## src/rtl/dma_pkg.sv

```systemverilog
// Shared types and widths for the DMA read scheduler.
package dma_pkg;

   // Host read channel works in 64-byte cache lines addressed by byte address >> 6.
   localparam int LINE_ADDR_W = 42;
   localparam int LINE_W      = 512;

   typedef enum logic [1:0] {
      ST_IDLE,
      ST_ISSUE,
      ST_DRAIN,
      ST_DONE
   } state_t;

endpackage

```

## src/rtl/dma_rd_sched_credit_counter.sv

```systemverilog
// Up/down counter tracking read requests in flight.
module credit_counter #(
   parameter int MAX_COUNT = 16,
   parameter int CNT_W     = $clog2(MAX_COUNT) + 1
) (
   input  logic             clk,
   input  logic             rst,
   input  logic             i_inc,
   input  logic             i_dec,
   output logic [CNT_W-1:0] o_count
);

   logic [CNT_W-1:0] r_count;

   // Count up on a new request, down on an accepted response, hold when both happen together.
   always_ff @(posedge clk or negedge rst) begin
      if (!rst) begin
         r_count <= '0;
      end else if (i_inc && !i_dec) begin
         r_count <= r_count + CNT_W'(1);
      end else if (!i_inc && i_dec) begin
         r_count <= r_count - CNT_W'(1);
      end
   end

   assign o_count = r_count;

endmodule

```

## src/rtl/dma_rd_sched.sv

```systemverilog
// Issues a run of cache-line read requests to the host, limits requests in flight,
// and forwards returned lines (in any order) one cycle after they arrive.
module dma_rd_sched
   import dma_pkg::*;
#(
   parameter int MAX_OUTSTANDING = 16,
   parameter int LEN_W           = 16
) (
   input  logic                                 clk,
   input  logic                                 rst,
   input  logic [63:0]                          cfg_base_addr,
   input  logic [LEN_W-1:0]                     cfg_num_lines,
   input  logic                                 start,
   input  logic                                 abort,
   input  logic                                 c0_alm_full,
   output logic                                 rd_req_valid,
   output logic [LINE_ADDR_W-1:0]               rd_req_addr,
   output logic [LEN_W-1:0]                     rd_req_mdata,
   input  logic                                 rd_rsp_valid,
   input  logic [LEN_W-1:0]                     rd_rsp_mdata,
   input  logic [LINE_W-1:0]                    rd_rsp_data,
   output logic                                 line_valid,
   output logic [LEN_W-1:0]                     line_idx,
   output logic [LINE_W-1:0]                    line_data,
   output logic                                 busy,
   output logic                                 done,
   output logic                                 err,
   output logic [$clog2(MAX_OUTSTANDING):0]     outstanding
);

   localparam int CNT_W = $clog2(MAX_OUTSTANDING) + 1;
   localparam logic [CNT_W-1:0] MAX_CNT = CNT_W'(MAX_OUTSTANDING);

   state_t                 r_state;
   state_t                 w_next;
   logic [LINE_ADDR_W-1:0] r_base_line;
   logic [LEN_W-1:0]       r_num_lines;
   logic [LEN_W-1:0]       r_idx;
   logic                   r_req_valid;
   logic [LINE_ADDR_W-1:0] r_req_addr;
   logic [LEN_W-1:0]       r_req_mdata;
   logic                   r_line_valid;
   logic [LEN_W-1:0]       r_line_idx;
   logic [LINE_W-1:0]      r_line_data;
   logic                   r_err;
   logic                   w_issue;
   logic                   w_start_ok;
   logic                   w_rsp_ok;
   logic                   w_stray;
   logic [CNT_W-1:0]       w_outstanding;
   logic                   w_unused;

   // Only the cache-line part of the byte address is meaningful to the host channel.
   assign w_unused = ^{cfg_base_addr[63:48], cfg_base_addr[5:0]};

   assign w_start_ok = start && ((r_state == ST_IDLE) || (r_state == ST_DONE));
   assign w_rsp_ok   = rd_rsp_valid && (w_outstanding != '0);
   assign w_stray    = rd_rsp_valid && (w_outstanding == '0);

   credit_counter #(
      .MAX_COUNT (MAX_OUTSTANDING),
      .CNT_W     (CNT_W)
   ) u_credit (
      .clk     (clk),
      .rst     (rst),
      .i_inc   (w_issue),
      .i_dec   (w_rsp_ok),
      .o_count (w_outstanding)
   );

   // State register.
   always_ff @(posedge clk or negedge rst) begin
      if (!rst) begin
         r_state <= ST_IDLE;
      end else begin
         r_state <= w_next;
      end
   end

   // Next-state and issue decision; abort or back-pressure blocks the request in the same cycle.
   always_comb begin
      w_next  = r_state;
      w_issue = 1'b0;
      case (r_state)
         ST_IDLE, ST_DONE: begin
            if (start) begin
               w_next = ST_ISSUE;
            end
         end
         ST_ISSUE: begin
            w_issue = !abort && !c0_alm_full && (w_outstanding < MAX_CNT) &&
                      (r_idx < r_num_lines);
            if (abort) begin
               w_next = ST_DRAIN;
            end else if (r_num_lines == '0) begin
               w_next = ST_DONE;
            end else if (w_issue && (r_idx == (r_num_lines - LEN_W'(1)))) begin
               w_next = ST_DRAIN;
            end
         end
         ST_DRAIN: begin
            if ((w_outstanding == '0) && !rd_rsp_valid) begin
               w_next = ST_DONE;
            end
         end
         default: begin
            w_next = ST_IDLE;
         end
      endcase
   end

   // Job latch, request registers, response forwarding and sticky error.
   always_ff @(posedge clk or negedge rst) begin
      if (!rst) begin
         r_base_line  <= '0;
         r_num_lines  <= '0;
         r_idx        <= '0;
         r_req_valid  <= 1'b0;
         r_req_addr   <= '0;
         r_req_mdata  <= '0;
         r_line_valid <= 1'b0;
         r_line_idx   <= '0;
         r_line_data  <= '0;
         r_err        <= 1'b0;
      end else begin
         r_req_valid <= w_issue;
         if (w_start_ok) begin
            r_base_line <= cfg_base_addr[47:6];
            r_num_lines <= cfg_num_lines;
            r_idx       <= '0;
         end else if (w_issue) begin
            r_req_addr  <= r_base_line + LINE_ADDR_W'(r_idx);
            r_req_mdata <= r_idx;
            r_idx       <= r_idx + LEN_W'(1);
         end
         r_line_valid <= w_rsp_ok;
         if (w_rsp_ok) begin
            r_line_idx  <= rd_rsp_mdata;
            r_line_data <= rd_rsp_data;
         end
         if (w_stray) begin
            r_err <= 1'b1;
         end else if (w_start_ok) begin
            r_err <= 1'b0;
         end
      end
   end

   assign rd_req_valid = r_req_valid;
   assign rd_req_addr  = r_req_addr;
   assign rd_req_mdata = r_req_mdata;
   assign line_valid   = r_line_valid;
   assign line_idx     = r_line_idx;
   assign line_data    = r_line_data;
   assign busy         = (r_state == ST_ISSUE) || (r_state == ST_DRAIN);
   assign done         = (r_state == ST_DONE);
   assign err          = r_err;
   assign outstanding  = w_outstanding;

endmodule

```

## config.mk

```make
export PLATFORM = sky130hd
export DESIGN_NAME = dma_rd_sched
export DESIGN_NICKNAME = d
export VERILOG_FILES = /design/src/rtl/dma_pkg.sv /design/src/rtl/dma_rd_sched_credit_counter.sv /design/src/rtl/dma_rd_sched.sv
export SDC_FILE = /design/constraint.sdc
export NUM_CORES = 1
export LEC_CHECK = 0
export ABC_AREA = 1
export BUFFER_PORTS_ARGS = -buffer_cell sky130_fd_sc_hd__buf_2
export CAP_MARGIN = 20
export CORE_AREA = 2 2 477 479
export CTS_CLUSTER_SIZE = 25
export DETAILED_ROUTE_END_ITERATION = 8
export DIE_AREA = 0 0 479 481
export GPL_ROUTABILITY_DRIVEN = 0
export GPL_TIMING_DRIVEN = 0
export PLACE_DENSITY = 0.38
export SLEW_MARGIN = 20
export SYNTH_ARGS = -nofsm -noshare
export SYNTH_HDL_FRONTEND = slang
export SYNTH_SLANG_ARGS = --single-unit
```

## constraint.sdc

```tcl
create_clock -name clk -period 8.5 [get_ports clk]
set_input_delay 1.275 -clock clk [delete_from_list [all_inputs] [get_ports clk]]
set_output_delay 1.275 -clock clk [all_outputs]
set_load 0.03 [all_outputs]
```

* Yosys cells after proc, flatten, opt, wreduce, memory -nomap -nowiden
Cells that the tools add are included.
** Cells by class
- Add/sub/neg operators :: 5
- Order comparisons :: 2
- Equality and inequality tests :: 7
- Mux-type cells :: 13
- Bitwise logic cells :: 1
- Reductions and logical operators :: 27
** Operator list (number)
- 42-bit by 16-bit adder with 42-bit output :: 1
- 16-bit two-way mux :: 2
- 16-bit by 1-bit adder with 16-bit output, second input constant :: 1
- 16-bit == test :: 1
- 16-bit logical NOT :: 1
- 16-bit less-than comparator :: 1
- 16-bit by 1-bit subtractor with 16-bit output, second input constant :: 1
- 1-bit logical AND :: 10
- 2-bit two-way mux :: 5
- 5-bit two-way mux :: 2
- 2-bit case mux with 3 select lines :: 1
- 2-bit nonzero test :: 3
- 5-bit by 1-bit adder with 5-bit output, second input constant :: 1
- 1-bit logical NOT :: 5
- 5-bit logical NOT :: 1
- 5-bit less-than comparator, second input constant :: 1
- 5-bit nonzero test :: 1
- 5-bit by 1-bit subtractor with 5-bit output, second input constant :: 1
- 2-bit == test, second input constant :: 2
- 2-bit != test, second input constant :: 2
- 4-bit != test, second input constant :: 1
- 1-bit two-way mux :: 3
- 3-bit AND reduction :: 1
- 2-bit by 1-bit == test with 1-bit output, second input constant :: 1
- other kinds (5) :: 6
** Storage, ports and cells
- Bits in registers :: 670
- Output and inout bits :: 596
- Logic and storage cells :: 67

* Longest topological paths before layout
- Depth in word-level cells :: 9
- Depth in mapped cells :: 22
- Gate-level depth less buffers :: 21

* Modules after synthesis
From an unflattened synthesis, not the netlist that was laid out.
** Second synthesis, totals
- Cells, all modules :: 3394
- Area, all modules :: 28318.4 µm²
** By module, submodules not included
- dma_rd_sched :: instances 1, cells each 3347, area an instance 27961.8 µm²
- credit_counter :: instances 1, cells each 47, area an instance 356.6 µm²

* Least setup slack after synthesis
No wires, ideal clock.
- Kind :: input to register
- Start point :: input port c0_alm_full
- End point :: register u_credit.r_count[4], in the netlist u_credit.o_count[4]
- Library setup time :: 0.136 ns
- Data arrival time :: 3.220 ns
- Required time :: 8.364 ns
- Path slack :: 5.144 ns
- Stages on the path :: 15
- Path through :: nor2_1 > nand2_1 > nor2_2 > nand2_2 > inv_1 > buf_2 > ha_1 > inv_1 > fa_1 > a21o_1 > a21oi_1 > nand2_1 > nand2_1 > nor2_1 > xor2_1
** Between the ends
- Longest elaborated chain between the ends :: 8
** Ends and longest elaborated chain
- start, declared :: line dma_rd_sched.sv:15 : input logic c0_alm_full,
- 1-bit logical NOT * :: line dma_rd_sched.sv:91 : w_issue = !abort && !c0_alm_full && (w_outstanding < MAX_CNT) &&
- 1-bit logical AND * (3 in a row) :: line dma_rd_sched.sv:91
- 1-bit two-way mux * :: line dma_rd_sched.sv:84 : case (r_state)
- named net u_credit.i_inc :: line dma_rd_sched_credit_counter.sv:8 : input logic i_inc,
- 1-bit logical NOT :: line dma_rd_sched_credit_counter.sv:21 : end else if (!i_inc && i_dec) begin
- 1-bit logical AND :: line dma_rd_sched_credit_counter.sv:21
- 2-bit nonzero test (no source line)
- end signal, assigned :: line dma_rd_sched_credit_counter.sv:20 : r_count <= r_count + CNT_W'(1);
- end signal, assigned :: line dma_rd_sched_credit_counter.sv:22 : r_count <= r_count - CNT_W'(1);
- end, declared :: line dma_rd_sched_credit_counter.sv:13 : logic [CNT_W-1:0] r_count;
Mark *: on every way through the listed nets, which the timed path passes. The rest lies on a longest branch.
A chain may end at the register's enable or synchronous reset.

* Worst setup path in the final report
- Start point :: register r_idx[14]
- End point :: register u_credit.r_count[4], in the netlist u_credit.o_count[4]
** Between the ends
- Longest elaborated chain between the ends :: 6
** Ends and longest elaborated chain
- start, declared :: line dma_rd_sched.sv:38 : logic [LEN_W-1:0] r_idx;
- start signal, assigned :: line dma_rd_sched.sv:134 : r_idx <= r_idx + LEN_W'(1);
- 16-bit less-than comparator * :: line dma_rd_sched.sv:92 : (r_idx < r_num_lines);
- 1-bit logical AND * :: line dma_rd_sched.sv:91
- 1-bit two-way mux * :: line dma_rd_sched.sv:84
- named net u_credit.i_inc :: line dma_rd_sched_credit_counter.sv:8
- 1-bit logical NOT :: line dma_rd_sched_credit_counter.sv:21
- 1-bit logical AND :: line dma_rd_sched_credit_counter.sv:21
- 2-bit nonzero test (no source line)
Marked as above.

==> impl_metrics.toml <==
[clock_tree]
clock_tree_buffer_depth = 3
cts.sink_count = 670
cts-root-buf = "sky130_fd_sc_hd__clkbuf_16"
tritoncts = "built"
post-cts-setup-buffers = 0
cts.hold.buffers_added = 0
tritoncts.num_buffers = 89
cts_resized = 0
clock_insertion_delay_worst_skew_ns = 0.74
clk_pin_slew_worst_paths_ns = 0.06
cts-htree-levels = 3

[die]
die_width_um = 479
rows = 175
initial_utilization_pct = 12.50
die_ht_um = 481
fp.dieArea_sq_um = 230400
core_area_sq_um = 225700
pin_count = 1210

[grt]
grt_pass1_vias = 28180
grt_pass1_wl_um = 233000
grt_most_used_layer = "met2"
antenna_found_initial = 94
groute.layer.met3.usage_pct = 6.326
grt_usage_pct = 14.55
globalRoute.totalOverflow = 0
use_met2_pct = 24.54
grt_max_degree = 87
global_route_met1_utilization_pct = 16.33

[worst_setup_path]
critPathTopFamily = "adder cells"
timing_worst_setup_path_type = "reg -> reg"
critical_path_required_ns = 9.09
crit_path_cell_trace = "ha_1, nand2_1, inv_1, nand3_1, inv_1, a21oi_1, nand2_1, nor2_2, nand2_2, inv_1, buf_2, ha_1, inv_1, fa_1, a21o_1, a21oi_1, nand2_1, nand2_1, nor2_1, xor2_1"
worstRegToRegCells = 20
critPathMaxFanout = 11
cp_num_cells = 20
crit_path_start_kind = "flop"
timing.critical_path.slowest_cell_delay_ns = 0.64
critical_path_buf_inv_count = 5
setup.worst_path.end_class = "flop"
worst_ep_arrival_time_ns = 4.41
critical_path.slowest_cell = "sky130_fd_sc_hd__dfrtp_1"

[yosys]
ys_seq_elements = 670
yosys-top-cells-area = "sky130_fd_sc_hd__dfrtp_1, sky130_fd_sc_hd__nand2_1, sky130_fd_sc_hd__ha_1"
synth_async_sr_flop_share_pct = 100.0
postSynth.topFlopCell = "sky130_fd_sc_hd__dfrtp_1"
synth-edff-count = 0
syn_nets = 4030
yosys_warnings = 0
synthesis.area_sq_um = 28220
post_synth.cell_area_avg_sq_um = 8.366
synth_area_leader = "sky130_fd_sc_hd__dfrtp_1"
synth.top_cell.area_share_pct = 59.42
syn_inst = 3373
yosys.cell_types.count = 39
yosysSeqAreaShare_pct = 59.42

[finish]
final_cell_mix = "sky130_fd_sc_hd__nand2_1, sky130_fd_sc_hd__buf_2, sky130_fd_sc_hd__dfrtp_1, sky130_fd_sc_hd__inv_1, sky130_fd_sc_hd__clkbuf_16"
n_fill_cell = 25729
nets = 5317
layout.cells.most_common = "sky130_fd_sc_hd__nand2_1"
multi_input_comb_area_sq_um = 10340
relative_area_change_from_synthesis_to_final_layout_pct = 46.31
drive_above_1_share_pct = 30.86
register_area_sq_um = 16770

[detailed_routing]
drt_iter0_drc = 1952
detail_route.wl_per_cell_um = 22.30
route.final.wire_length_um = 173700
via_count = 28037
vias_per_cell = 3.600
detailedRoute.firstPassIterationCount = 5
ant_nets = 0
drcViolationCount = 0

[outcome]
status = "finished, final reports clean"

[hold_path]
whs_path_depth = 2
hp-class = "reg -> reg"

[place]
dpl_wire_length_um = 146200
numPortBuffers = 1187

[sta]
timing.fmax_ghz = 0.2619
report.final.setup_viol = 0
tightest_slew_ns = 1.069
slew_violations = 0
rsz0062_at_grt = "false"
layout_worst_path_cycle_share_pct = 44.93
finClkSkew_ns = 0.03191
finalCriticalPeriod_ns = 3.819
max-slew-margin-rel_pct = 28.76
finalHoldViolCount = 0
worst_hold_slack_ns = 0.4711

[pwr]
vdd.ir_drop.worst_mv = 0.1532
powerDensity_nw_per_um2 = 323.2
p_total_w = 0.01334
p_leak_nw = 22.26

[run]
cap_viol_max_count = 0
stage by stage:
step	setup slack (ns)	area (sq um)	util [%]	cells	setup TNS [ns]
floorplan	5.144	28220	-	3373	0
global placement	-9.830	37920	16.80	7569	-6413.73
detailed placement	4.113	38180	16.91	7578	0
CTS	4.575	41150	18.23	7734	0
global route	4.284	41200	18.25	7755	0
finish	4.681	41280	18.29	7787	0
Yosys cell counts, drive strengths merged (2+ instances only):
cell type,instances
or2,4
nand4,15
buf,98
a31oi,2
and2,2
o21ai,109
ha,41
o21bai,2
dfrtp,670
xor2,28
a21oi,39
fa,2
nand3,59
nor4,6
clkbuf,46
xnor2,16
o211ai,3
and3,3
nand3b,8
nand2,1989
nor2,93
nor3,20
inv,109
o21a,2
a21o,3
registers in the layout (all words and copies together), names as in the netlist, 2 cells and up:
name and flops:
u_credit.o_count 5, r_base_line 42, r_num_lines 16, rd_req_addr 42, r_state 2, rd_req_mdata 16
r_idx 16, line_data 512, line_idx 16
worst reg2reg max path, delay by kind of cell (launching register included):
family / cells / cell delay [ns]
simple gates: 8 / 0.71
flops: 1 / 0.64
compound gates: 3 / 0.48
buf+inv: 5 / 0.72
xor+xnor: 1 / 0.14
fa+ha+maj: 3 / 1.01
worst paths after layout:
check,start,to,slack [ns]
max,r_idx[14]$_DFFE_PN0P_,u_credit.o_count[4]$_DFFE_PN0P_,4.68
min,line_data[171]$_DFFE_PN0P_,line_data[171]$_DFFE_PN0P_,0.47
max reg2reg,r_idx[14]$_DFFE_PN0P_,u_credit.o_count[4]$_DFFE_PN0P_,4.68
min reg2reg,line_data[171]$_DFFE_PN0P_,line_data[171]$_DFFE_PN0P_,0.47
max in group asynchronous,rst,line_data[482]$_DFFE_PN0P_,6.19
min in group asynchronous,rst,line_data[355]$_DFFE_PN0P_,0.50
layer usage:
layer	routed length [um]	part of all wire, %
met1	65550	38
met3	18780	11
met4	4933	2.8
met5	349	0.20
met2	84050	48
cell families after synthesis:
| group | Yosys count | synth area share [%] |
|---|---|---|
| compound gates | 163 | 3.131 |
| xor+xnor | 44 | 1.366 |
| fa+ha+maj | 43 | 1.960 |
| buf+inv | 253 | 3.933 |
| flops | 670 | 59.42 |
| simple gates | 2200 | 30.19 |
cell type report:
class	count	share of cell area [%]
diodes	53	0.3213
plain buffers	144	1.700
clock buffers	125	6.186
clock inverters	31	1.018
inverters	109	0.9911
multi-input cells	2450	25.06
flip-flops and latches	670	40.61
well taps	3009	9.120
repair buffers	1196	15.00
report_power, final:
| part | leakage (nW) | switching, W | internal (W) | total [W] |
|---|---|---|---|---|
| clock | 1.46 | 0.00162 | 0.00228 | 0.00390 |
| sequential | 8.26 | 0.000601 | 0.00399 | 0.00459 |
| combinational | 12.5 | 0.00361 | 0.00124 | 0.00485 |
| total | 22.3 | 0.00583 | 0.00751 | 0.0133 |
(Power assumes the default switching activity.)
